<file path="src/rtl/reg_writeback_pkg.sv">
// Shared processor types for the write-back path: datapath widths, the
// pending-write queue entry and the forwarding lookup result.
package reg_writeback_pkg;

  localparam int DATA_W = 16;
  localparam int ADDR_W = 4;

  typedef struct packed {
    logic [ADDR_W-1:0] addr;
    logic [DATA_W-1:0] data;
  } wb_entry_t;

  typedef struct packed {
    logic              hit;
    logic [DATA_W-1:0] data;
  } fwd_result_t;

endpackage

</file>
<file path="src/rtl/reg_writeback_if.sv">
// Write-back bus: result offer handshake, register-file write port and the
// two operand forwarding lookups.
interface reg_writeback_if;
  import reg_writeback_pkg::*;

  logic              in_valid;
  logic              in_ready;
  logic [ADDR_W-1:0] in_addr;
  logic [DATA_W-1:0] in_data;

  logic              wr_grant;
  logic              load;
  logic [ADDR_W-1:0] C_addr;
  logic [DATA_W-1:0] C;

  logic [ADDR_W-1:0] fwd_addr_a;
  logic [ADDR_W-1:0] fwd_addr_b;
  logic              fwd_hit_a;
  logic              fwd_hit_b;
  logic [DATA_W-1:0] fwd_data_a;
  logic [DATA_W-1:0] fwd_data_b;

  modport master (
    output in_valid, in_addr, in_data, wr_grant, fwd_addr_a, fwd_addr_b,
    input  in_ready, load, C_addr, C, fwd_hit_a, fwd_hit_b, fwd_data_a, fwd_data_b
  );

  modport slave (
    input  in_valid, in_addr, in_data, wr_grant, fwd_addr_a, fwd_addr_b,
    output in_ready, load, C_addr, C, fwd_hit_a, fwd_hit_b, fwd_data_a, fwd_data_b
  );

endinterface

</file>
<file path="src/rtl/wb_queue.sv">
// In-order circular queue of pending register writes. The caller decides
// when to push and pop; all entries are exposed for forwarding lookups.
module wb_queue
  import reg_writeback_pkg::*;
#(
  parameter int DEPTH = 4,
  localparam int PTR_W = $clog2(DEPTH),
  localparam int CNT_W = $clog2(DEPTH + 1)
) (
  input  logic             clock,
  input  logic             clear_n,
  input  logic             push_i,
  input  logic             pop_i,
  input  wb_entry_t        push_entry_i,
  output wb_entry_t        head_o,
  output logic [CNT_W-1:0] count_o,
  output logic [PTR_W-1:0] rd_ptr_o,
  output wb_entry_t        entries_o [DEPTH]
);

  wb_entry_t        mem_q [DEPTH];
  logic [PTR_W-1:0] rd_ptr_q, rd_ptr_d;
  logic [PTR_W-1:0] wr_ptr_q, wr_ptr_d;
  logic [CNT_W-1:0] count_q, count_d;

  // NOTE: every next-state value gets a default first, so no path through this block can infer a latch.
  always_comb begin
    rd_ptr_d = rd_ptr_q;
    wr_ptr_d = wr_ptr_q;
    count_d  = count_q;
    if (push_i) wr_ptr_d = wr_ptr_q + PTR_W'(1);
    if (pop_i)  rd_ptr_d = rd_ptr_q + PTR_W'(1);
    unique case ({push_i, pop_i})
      2'b10:   count_d = count_q + CNT_W'(1);
      2'b01:   count_d = count_q - CNT_W'(1);
      default: count_d = count_q;
    endcase
  end

  // NOTE: registers use non-blocking assignments so each one samples pre-edge values regardless of statement order.
  always_ff @(posedge clock) begin
    if (!clear_n) begin
      rd_ptr_q <= '0;
      wr_ptr_q <= '0;
      count_q  <= '0;
    end else begin
      rd_ptr_q <= rd_ptr_d;
      wr_ptr_q <= wr_ptr_d;
      count_q  <= count_d;
    end
  end

  // NOTE: the entry array has no reset; count alone decides which slots hold live data.
  always_ff @(posedge clock) begin
    if (push_i) mem_q[wr_ptr_q] <= push_entry_i;
  end

  assign head_o    = mem_q[rd_ptr_q];
  assign count_o   = count_q;
  assign rd_ptr_o  = rd_ptr_q;
  assign entries_o = mem_q;

endmodule

</file>
<file path="src/rtl/reg_writeback.sv">
// Write-back buffer: queues results, drains one per granted cycle into the
// register-file write stage, and forwards pending values to operand lookups.
module reg_writeback
  import reg_writeback_pkg::*;
#(
  parameter int DEPTH = 4
) (
  input  logic           clock,
  input  logic           clear_n,
  reg_writeback_if.slave wb
);

  localparam int PTR_W = $clog2(DEPTH);
  localparam int CNT_W = $clog2(DEPTH + 1);
  localparam logic [CNT_W-1:0] DEPTH_C = CNT_W'(DEPTH);

  wb_entry_t        head;
  wb_entry_t        entries [DEPTH];
  logic [CNT_W-1:0] count;
  logic [PTR_W-1:0] rd_ptr;
  logic             push;
  logic             pop;

  logic              load_q, load_d;
  logic [ADDR_W-1:0] c_addr_q, c_addr_d;
  logic [DATA_W-1:0] c_q, c_d;

  fwd_result_t fwd_a;
  fwd_result_t fwd_b;

  // Readiness depends only on registered occupancy, so a full queue stays closed even while draining.
  assign wb.in_ready = (count < DEPTH_C);
  assign push        = wb.in_valid && wb.in_ready;
  assign pop         = (count != '0) && wb.wr_grant;

  wb_queue #(
    .DEPTH (DEPTH)
  ) u_queue (
    .clock        (clock),
    .clear_n      (clear_n),
    .push_i       (push),
    .pop_i        (pop),
    .push_entry_i ('{addr: wb.in_addr, data: wb.in_data}),
    .head_o       (head),
    .count_o      (count),
    .rd_ptr_o     (rd_ptr),
    .entries_o    (entries)
  );

  always_comb begin
    load_d   = 1'b0;
    c_addr_d = c_addr_q;
    c_d      = c_q;
    if (pop) begin
      load_d   = 1'b1;
      c_addr_d = head.addr;
      c_d      = head.data;
    end
  end

  always_ff @(posedge clock) begin
    if (!clear_n) begin
      load_q   <= 1'b0;
      c_addr_q <= '0;
      c_q      <= '0;
    end else begin
      load_q   <= load_d;
      c_addr_q <= c_addr_d;
      c_q      <= c_d;
    end
  end

  assign wb.load   = load_q;
  assign wb.C_addr = c_addr_q;
  assign wb.C      = c_q;

  // Lowest priority is checked first and overwritten: output stage, then queue oldest-to-newest.
  function automatic fwd_result_t fwd_lookup(
    input logic [ADDR_W-1:0] addr,
    input wb_entry_t         ent [DEPTH],
    input logic [PTR_W-1:0]  rd_ptr_v,
    input logic [CNT_W-1:0]  count_v,
    input logic              out_valid,
    input logic [ADDR_W-1:0] out_addr,
    input logic [DATA_W-1:0] out_data
  );
    fwd_result_t      res;
    logic [PTR_W-1:0] idx;
    res = '0;
    if (out_valid && (out_addr == addr)) begin
      res.hit  = 1'b1;
      res.data = out_data;
    end
    for (int k = 0; k < DEPTH; k++) begin
      idx = rd_ptr_v + PTR_W'(k);
      if ((CNT_W'(k) < count_v) && (ent[idx].addr == addr)) begin
        res.hit  = 1'b1;
        res.data = ent[idx].data;
      end
    end
    return res;
  endfunction

  always_comb begin
    fwd_a = fwd_lookup(wb.fwd_addr_a, entries, rd_ptr, count, load_q, c_addr_q, c_q);
    fwd_b = fwd_lookup(wb.fwd_addr_b, entries, rd_ptr, count, load_q, c_addr_q, c_q);
  end

  assign wb.fwd_hit_a  = fwd_a.hit;
  assign wb.fwd_data_a = fwd_a.data;
  assign wb.fwd_hit_b  = fwd_b.hit;
  assign wb.fwd_data_b = fwd_b.data;

endmodule

</file>
<file path="src/flat_wrapper.sv">
// flat-port wrapper written by rule: the top's interface ports become plain ports
module reg_writeback_flat import reg_writeback_pkg::*;
#(
  parameter int DEPTH = 4
)
  (clock, clear_n, wb_in_valid, wb_in_addr, wb_in_data, wb_wr_grant, wb_fwd_addr_a, wb_fwd_addr_b, wb_in_ready, wb_load, wb_C_addr, wb_C, wb_fwd_hit_a, wb_fwd_hit_b, wb_fwd_data_a, wb_fwd_data_b);
  reg_writeback_if wb_i ();
  input  logic clock;
  input  logic clear_n;
  input wire logic [$bits(wb_i.in_valid)-1:0] wb_in_valid;
  input wire logic [$bits(wb_i.in_addr)-1:0] wb_in_addr;
  input wire logic [$bits(wb_i.in_data)-1:0] wb_in_data;
  input wire logic [$bits(wb_i.wr_grant)-1:0] wb_wr_grant;
  input wire logic [$bits(wb_i.fwd_addr_a)-1:0] wb_fwd_addr_a;
  input wire logic [$bits(wb_i.fwd_addr_b)-1:0] wb_fwd_addr_b;
  output wire logic [$bits(wb_i.in_ready)-1:0] wb_in_ready;
  output wire logic [$bits(wb_i.load)-1:0] wb_load;
  output wire logic [$bits(wb_i.C_addr)-1:0] wb_C_addr;
  output wire logic [$bits(wb_i.C)-1:0] wb_C;
  output wire logic [$bits(wb_i.fwd_hit_a)-1:0] wb_fwd_hit_a;
  output wire logic [$bits(wb_i.fwd_hit_b)-1:0] wb_fwd_hit_b;
  output wire logic [$bits(wb_i.fwd_data_a)-1:0] wb_fwd_data_a;
  output wire logic [$bits(wb_i.fwd_data_b)-1:0] wb_fwd_data_b;
  assign wb_i.in_valid = wb_in_valid;
  assign wb_i.in_addr = wb_in_addr;
  assign wb_i.in_data = wb_in_data;
  assign wb_i.wr_grant = wb_wr_grant;
  assign wb_i.fwd_addr_a = wb_fwd_addr_a;
  assign wb_i.fwd_addr_b = wb_fwd_addr_b;
  assign wb_in_ready = wb_i.in_ready;
  assign wb_load = wb_i.load;
  assign wb_C_addr = wb_i.C_addr;
  assign wb_C = wb_i.C;
  assign wb_fwd_hit_a = wb_i.fwd_hit_a;
  assign wb_fwd_hit_b = wb_i.fwd_hit_b;
  assign wb_fwd_data_a = wb_i.fwd_data_a;
  assign wb_fwd_data_b = wb_i.fwd_data_b;
  reg_writeback #(.DEPTH(DEPTH)) u_core (.clock(clock), .clear_n(clear_n), .wb(wb_i));
endmodule
</file>
<file path="config.mk">
export PLATFORM = sky130hd
export DESIGN_NAME = reg_writeback_flat
export DESIGN_NICKNAME = d
export VERILOG_FILES = /design/src/rtl/reg_writeback_pkg.sv /design/src/rtl/reg_writeback_if.sv /design/src/rtl/wb_queue.sv /design/src/rtl/reg_writeback.sv /design/src/flat_wrapper.sv
export SDC_FILE = /design/constraint.sdc
export NUM_CORES = 1
export LEC_CHECK = 0
export ABC_AREA = 1
export CAP_MARGIN = 10
export CELL_PAD_IN_SITES_DETAIL_PLACEMENT = 1
export CELL_PAD_IN_SITES_GLOBAL_PLACEMENT = 1
export CORE_MARGIN = 4
export CORE_UTILIZATION = 29
export DETAILED_ROUTE_END_ITERATION = 8
export PLACE_DENSITY_LB_ADDON = 0.3
export SYNTH_ARGS = -nofsm -noshare
export SYNTH_HDL_FRONTEND = slang
export SYNTH_SLANG_ARGS = --single-unit
</file>
<file path="constraint.sdc">
create_clock -name clock -period 2.4 [get_ports clock]
set_input_delay 0.48 -clock clock [delete_from_list [all_inputs] [get_ports clock]]
set_output_delay 0.48 -clock clock [all_outputs]
set_load 0.01 [all_outputs]
</file>
=== Word-level counts from Yosys, hierarchy flattened ===
Cells that the tools add are included.

* Flip-flop bits (word level): 108
* Word-level logic and storage cells: 90

* $add $sub $neg: 6
* Eq/ne operators: 12
* $lt $le $gt $ge: 11
* Mux-type cells: 27
* Reductions and logical operators: 15
* Bitwise gates (word level): 5

{| class="wikitable"
|+ Operators with widths
! kind !! number
|-
| $mux 20 || 9
|-
| $mux 17 || 10
|-
| $bmux 20 s2 || 4
|-
| $bwmux 80 || 1
|-
| $demux 20 s2 || 1
|-
| $eq 4x4->1 || 10
|-
| $ge 3x3->1 const B || 5
|-
| $not 2->3 || 5
|-
| $logic_and 1x1->1 || 13
|-
| $lt 1x3->1 const A || 2
|-
| $lt 2x3->1 const A || 2
|-
| $pmux 3 s2 || 1
|-
| $add 2x1->2 const B || 2
|-
| $add 2x2->2 const B || 2
|-
| $add 3x1->3 const B || 1
|-
| $lt 3x1->1 const B || 1
|-
| $lt 3x3->1 const B || 1
|-
| $reduce_bool 3->1 || 1
|-
| $sub 3x1->3 const B || 1
|-
| $eq 2x1->1 const B || 1
|-
| $eq 2x2->1 const B || 1
|-
| $reduce_bool 2->1 || 1
|-
| $mux 1 || 1
|}

=== Longest topological paths before layout ===
* Depth after elaboration: 10
* Depth in mapped cells: 17
* Gate-level depth less buffers: 14

=== Modules after synthesis ===
A second synthesis with hierarchy kept.

* Cells, all modules: 1,388
* Area total of the unflattened synthesis: 8,921.1 um^2

{| class="wikitable"
|+ Modules (own cells, without submodules)
! module !! area each (um^2) !! instances !! cells each !! seq. area each (um^2)
|-
| reg_writeback || 5,519.0 || 1 || 1,142 || 420.4
|-
| wb_queue || 3,402.0 || 1 || 246 || 2,542.4
|}

=== Least setup slack after synthesis ===
Ideal clock, no wire load.

* Path kind: register -> output
* Start point: register u_core.u_queue.rd_ptr_q[0] (netlist: u_core.u_queue.rd_ptr_o[0])
* End point: output wb_fwd_data_a[14]
* Slack: 160 ps
* Path buffers: 4
* Arrival time: 1,760 ps
* Stages on the path, launching flop included: 13
* Data required time: 1,920 ps
* Path through: dfxtp_1 > buf_6 > buf_4 > buf_6 > buf_2 > mux2i_1 > inv_1 > o21ai_0 > nor2_1 > nor2_1 > nand2_1 > nand2_1 > nand2_1

* Longest elaborated chain between the ends: 10
* Elaborated cells between the ends (all ways): 31

{| class="wikitable"
|+ RTL lines
! what !! RTL line !! text
|-
| from (decl) || wb_queue.sv:22 || <nowiki>logic [PTR_W-1:0] rd_ptr_q, rd_ptr_d;</nowiki>
|-
| from (signal assigned) || wb_queue.sv:47 || <nowiki>rd_ptr_q <= rd_ptr_d;</nowiki>
|-
| $add 2x1->2 / $not 2->3 (equally long branches) || reg_writeback.sv:95, reg_writeback.sv:96, reg_writeback.sv:98 ||
|-
| $not 2->3 (not written as such) / $bmux 20 s2 (equally long branches) || reg_writeback.sv:96, reg_writeback.sv:98 ||
|-
| $bmux 20 s2 / $mux 20 (equally long branches) || reg_writeback.sv:96, reg_writeback.sv:98 ||
|-
| $mux 20 (not written as such) || reg_writeback.sv:96 || <nowiki>if ((CNT_W'(k) < count_v) && (ent[idx].addr == addr)) begin</nowiki>
|-
| $mux 20 (not written as such) / $eq 4x4->1 (equally long branches) || reg_writeback.sv:98, reg_writeback.sv:96 ||
|-
| $eq 4x4->1 / $logic_and 1x1->1 (equally long branches) || reg_writeback.sv:96 ||
|-
| $logic_and 1x1->1 / $mux 17 (equally long branches) || reg_writeback.sv:96 ||
|-
| $mux 17 (2 in series) || reg_writeback.sv:96 ||
|-
| $mux 17 * || reg_writeback.sv:96 ||
|-
| to (decl) || flat_wrapper.sv:22 || <nowiki>output wire logic [$bits(wb_i.fwd_data_a)-1:0] wb_fwd_data_a;</nowiki>
|}

Every way passes the cells marked *; elsewhere a longest branch is shown, timed or not. The select of a mux whose other input is x is not followed.

=== Worst setup path after layout ===
* Start point: register u_core.u_queue.rd_ptr_q[1] (netlist: u_core.u_queue.rd_ptr_o[1])
* End point: output wb_fwd_data_b[14]

* Longest elaborated chain between the ends: 10
* Elaborated cells between the ends (all ways): 31

{| class="wikitable"
|+ RTL lines
! what !! RTL line !! text
|-
| $add 2x1->2 / $not 2->3 (equally long branches) || reg_writeback.sv:95, reg_writeback.sv:96, reg_writeback.sv:98 ||
|-
| $not 2->3 (not written as such) / $bmux 20 s2 (equally long branches) || reg_writeback.sv:96, reg_writeback.sv:98 ||
|-
| $bmux 20 s2 / $mux 20 (equally long branches) || reg_writeback.sv:96, reg_writeback.sv:98 ||
|-
| $mux 20 (not written as such) || reg_writeback.sv:96 ||
|-
| $mux 20 (not written as such) / $eq 4x4->1 (equally long branches) || reg_writeback.sv:98, reg_writeback.sv:96 ||
|-
| $eq 4x4->1 / $logic_and 1x1->1 (equally long branches) || reg_writeback.sv:96 ||
|-
| $logic_and 1x1->1 / $mux 17 (equally long branches) || reg_writeback.sv:96 ||
|-
| $mux 17 (2 in series) || reg_writeback.sv:96 ||
|-
| $mux 17 * || reg_writeback.sv:96 ||
|-
| to (decl) || flat_wrapper.sv:23 || <nowiki>output wire logic [$bits(wb_i.fwd_data_b)-1:0] wb_fwd_data_b;</nowiki>
|}

Marks and branches as above.

==> results.md <==
- Dpl hpwl: approximately 22000 um
- Clk_skew: 0.01362 ns
- Largest net degree at the start of global routing: 65
- Yosys reg bits: between 100 and 150
- Worst-path clk slew: roughly 0.09 ns
- Vias in the first global route: roughly 8300
- # fillers: between 3000 and 4000
- Placed cells: around 1600
- Crit Path Class: flip-flop to primary output
- Setup violators final: 34
- Fmax achieved: between 0.3 and 0.4 GHz
- Cells after Synth: 1122
- Max-slew violations: 0
- Cell Count, Final, Fillers Out: approximately 1700
- Synth top area cells: edfxtp_1 30%, nand2_1 19%, dfxtp_1 7.1%
- Routed Antenna Nets: 0
- Area leader, netlist: edfxtp_1
- Sequential share of the synthesized area: 0.3742
- Final Worst Setup Slack: -0.6207 ns
- Post-layout min period: between 3 and 4 ns
- Fin util: 0.4292
- PortBufs: 87
- Fin crit share: 1.259
- Max transition margin: 0.5528
- RePlAce Congestion: ~0.82
- Initial Util: 0.2946
- Max Cap Violations: 0
- CORE AREA: between 20000 and 30000 sq um
- Final WL: around 30000 um
- Failing checks: negative setup slack
- Share of cells above drive strength 1: 0.2918
- Max VDD drop: 0.4777 mV
- Final instance area: between 10000 and 15000 sq um
- Pleak: between 0.005 and 0.006 uW
- Clock Latency Late Sink: approximately 0.36 ns
- Die H: about 170 um
- CTS Buffer Depth: 2
- Pre-Repair DR Iteration Count: 5
- Number of vias per cell: roughly 4.8
- Initial antenna violation count: 1
- H-tree Lvls: 3
- Area growth, synth to finish: 45.68%
- Site Rows: 60
- Worst Max-Slew Pin Slew: about 0.66 ns
- Synthesized area per cell: approximately 7.1 sq um
- Crit. End Element: primary output
- Tot Pwr: about 12000 uW
- Outcome: finished, violations left
- Gr usage total: 0.1918
- Ports: a little under 90
- Nets: ~1400
- Die area: ~30000 sq um
- # hold bufs at CTS: 0
- Total grt overflow: 0
- Yosys Warn Count: 0
- Pwr dens: between 1000 and 1500 nW/um^2
- Final Hold Violating Endpoints: 0
- Post-synth top area share: 0.3034
- Data arrival, critical path: between 2 and 3 ns
- Detailed Route Iter0 Violations: just over 400
- RSZ-0062 raised after global routing: yes
- DRC: 0
- Root Driver: clkbuf_16
- Placed Area: 10250 sq um
- Routed vias: between 8000 and 9000
- Yosys cell types: 32
- Clock sinks: between 100 and 150
- Cell area after synthesis: approximately 7900 sq um
- Place WS: -0.8617 ns
- Cts bufs inserted: 9
- Die width: 173.2 um
- First-pass GRT wire length: roughly 46000 um
- Required @ worst endpoint: between 1.5 and 2 ns
- Critical path startpoint category: flip-flop
- Worst Path Max Fanout: 8
- CTS tree: yes
- Post-Syn Nets: approximately 1200
- WL/cell: ~17 um
- Worst hold path class: flip-flop to flip-flop
## metrics by stage
step	hold WS [ns]	setup TNS (ns)
5_1_grt	0.5975	-23.59
3_5_place_dp	0.5562	-27.15
2_1_floorplan	0.4903	0
4_1_cts	0.5677	-19.70
6_report	0.5622	-18.52
3_3_place_gp	0.5203	-26.45
## cell families (layout without fill, tap and decap cells)
| family | Yosys count | count (layout) | share of synthesized area |
|---|---|---|---|
| AND/OR/NAND/NOR | 683 | 683 | 0.3707 |
| AO/OA/AOI/OAI | 141 | 141 | 0.09085 |
| buffers and inverters | 122 | 364 | 0.07537 |
| flip-flops | 108 | 108 | 0.3742 |
| multiplexers | 48 | 48 | 0.06067 |
| XOR/XNOR | 12 | 12 | 0.01564 |
| adder cells (fa/ha/maj) | 8 | 8 | 0.01264 |
| other | 0 | 1 | 0 |
## synth_stat cells, drive strengths merged
library cell and n:
inv 59, clkinv 1, a21oi 30, nor2 152
o21ai 107, dfxtp 28, nand3 97, mux2i 48
o22ai 3, xnor2 1, buf 45, o211ai 1
ha 8, nand2 410, edfxtp 80, nand4 24
clkbuf 17, xor2 11
## path summary, 6_finish.rpt
kind	from	to	slack, ns	depth (start not counted)
setup / recovery	u_core.u_queue.rd_ptr_o[1]$_SDFFE_PN0P_	wb_fwd_data_b[14]	-0.62	15
hold / removal	u_core.u_queue.wr_ptr_q[1]$_SDFFE_PN0P_	u_core.u_queue.wr_ptr_q[1]$_SDFFE_PN0P_	0.56	2
setup reg to reg	u_core.u_queue.rd_ptr_o[0]$_SDFFE_PN0P_	u_core.wb.C[1]$_SDFFE_PN0P_	0.59	8
hold reg to reg	u_core.u_queue.wr_ptr_q[1]$_SDFFE_PN0P_	u_core.u_queue.wr_ptr_q[1]$_SDFFE_PN0P_	0.56	2
## where the power goes
part           total (uW)  internal, uW  switching, uW
clock network        1480           729            755
registers            2550          2310            245
logic                7880          3430           4450
## per-layer routing
layer,global-route usage,share of wire,vias to the layer above
li1,-,-,4175
met1,0.2683,0.49,3940
met2,0.3155,0.46,133
met3,0.02988,0.036,25
met4,0.04124,0.017,0
met5,0,0,-
## sequential cells by signal, summed over array words and instances (netlist names)
name	count
u_core.u_queue.entries_o	80
u_core.wb.C	16
u_core.wb.C_addr	4
u_core.u_queue.count_o	3
u_core.u_queue.rd_ptr_o	2
u_core.u_queue.wr_ptr_q	2
u_core.wb.load	1
## final cells by class
cell class	count	area [sq um]	area share
diodes	1	2.502	0.0002169
clock buffers	9	225.2	0.01952
clock inverters	7	63.81	0.005531
inverters	60	232.7	0.02017
multi-input cells	892	4756	0.4123
flip-flops and latches	108	2968	0.2573
well taps	341	426.7	0.03698
repair buffers	287	2853	0.2473
repair inverters	1	8.758	0.0007592
## cells in the final DEF (no fill, tap or decap), drive strengths merged
cell,count
ha,8
clkinv,4
xor2,11
nand3,97
o21ai,107
edfxtp,80
a21oi,30
nand2,410
buf,233
nor2,152
diode,1
xnor2,1
mux2i,48
dfxtp,28
o211ai,1
nand4,24
o22ai,3
inv,64
clkbuf,10
clkdlybuf4s50,53
## worst max-delay path: stages (launching register included)
cell and delay (ns):
dfxtp_2 0.34, buf_4 0.16, nand2_4 0.07, nand2_4 0.07, buf_12 0.15, o21ai_4 0.17, xor2_1 0.20, nand3_1 0.14
nor2_4 0.16, buf_6 0.16, buf_16 0.14, buf_6 0.09, nor2_2 0.03, nand2_1 0.08, nand2_2 0.09, buf_6 0.13
## what timing repair did
item	4_1_cts	5_1_grt
cloned	8	0
pin swaps	31	33
buffers inserted	30	13
gates resized for setup	239	85
setup endpoints to repair	34	34
Note: power is estimated with default switching activity, not from simulation.
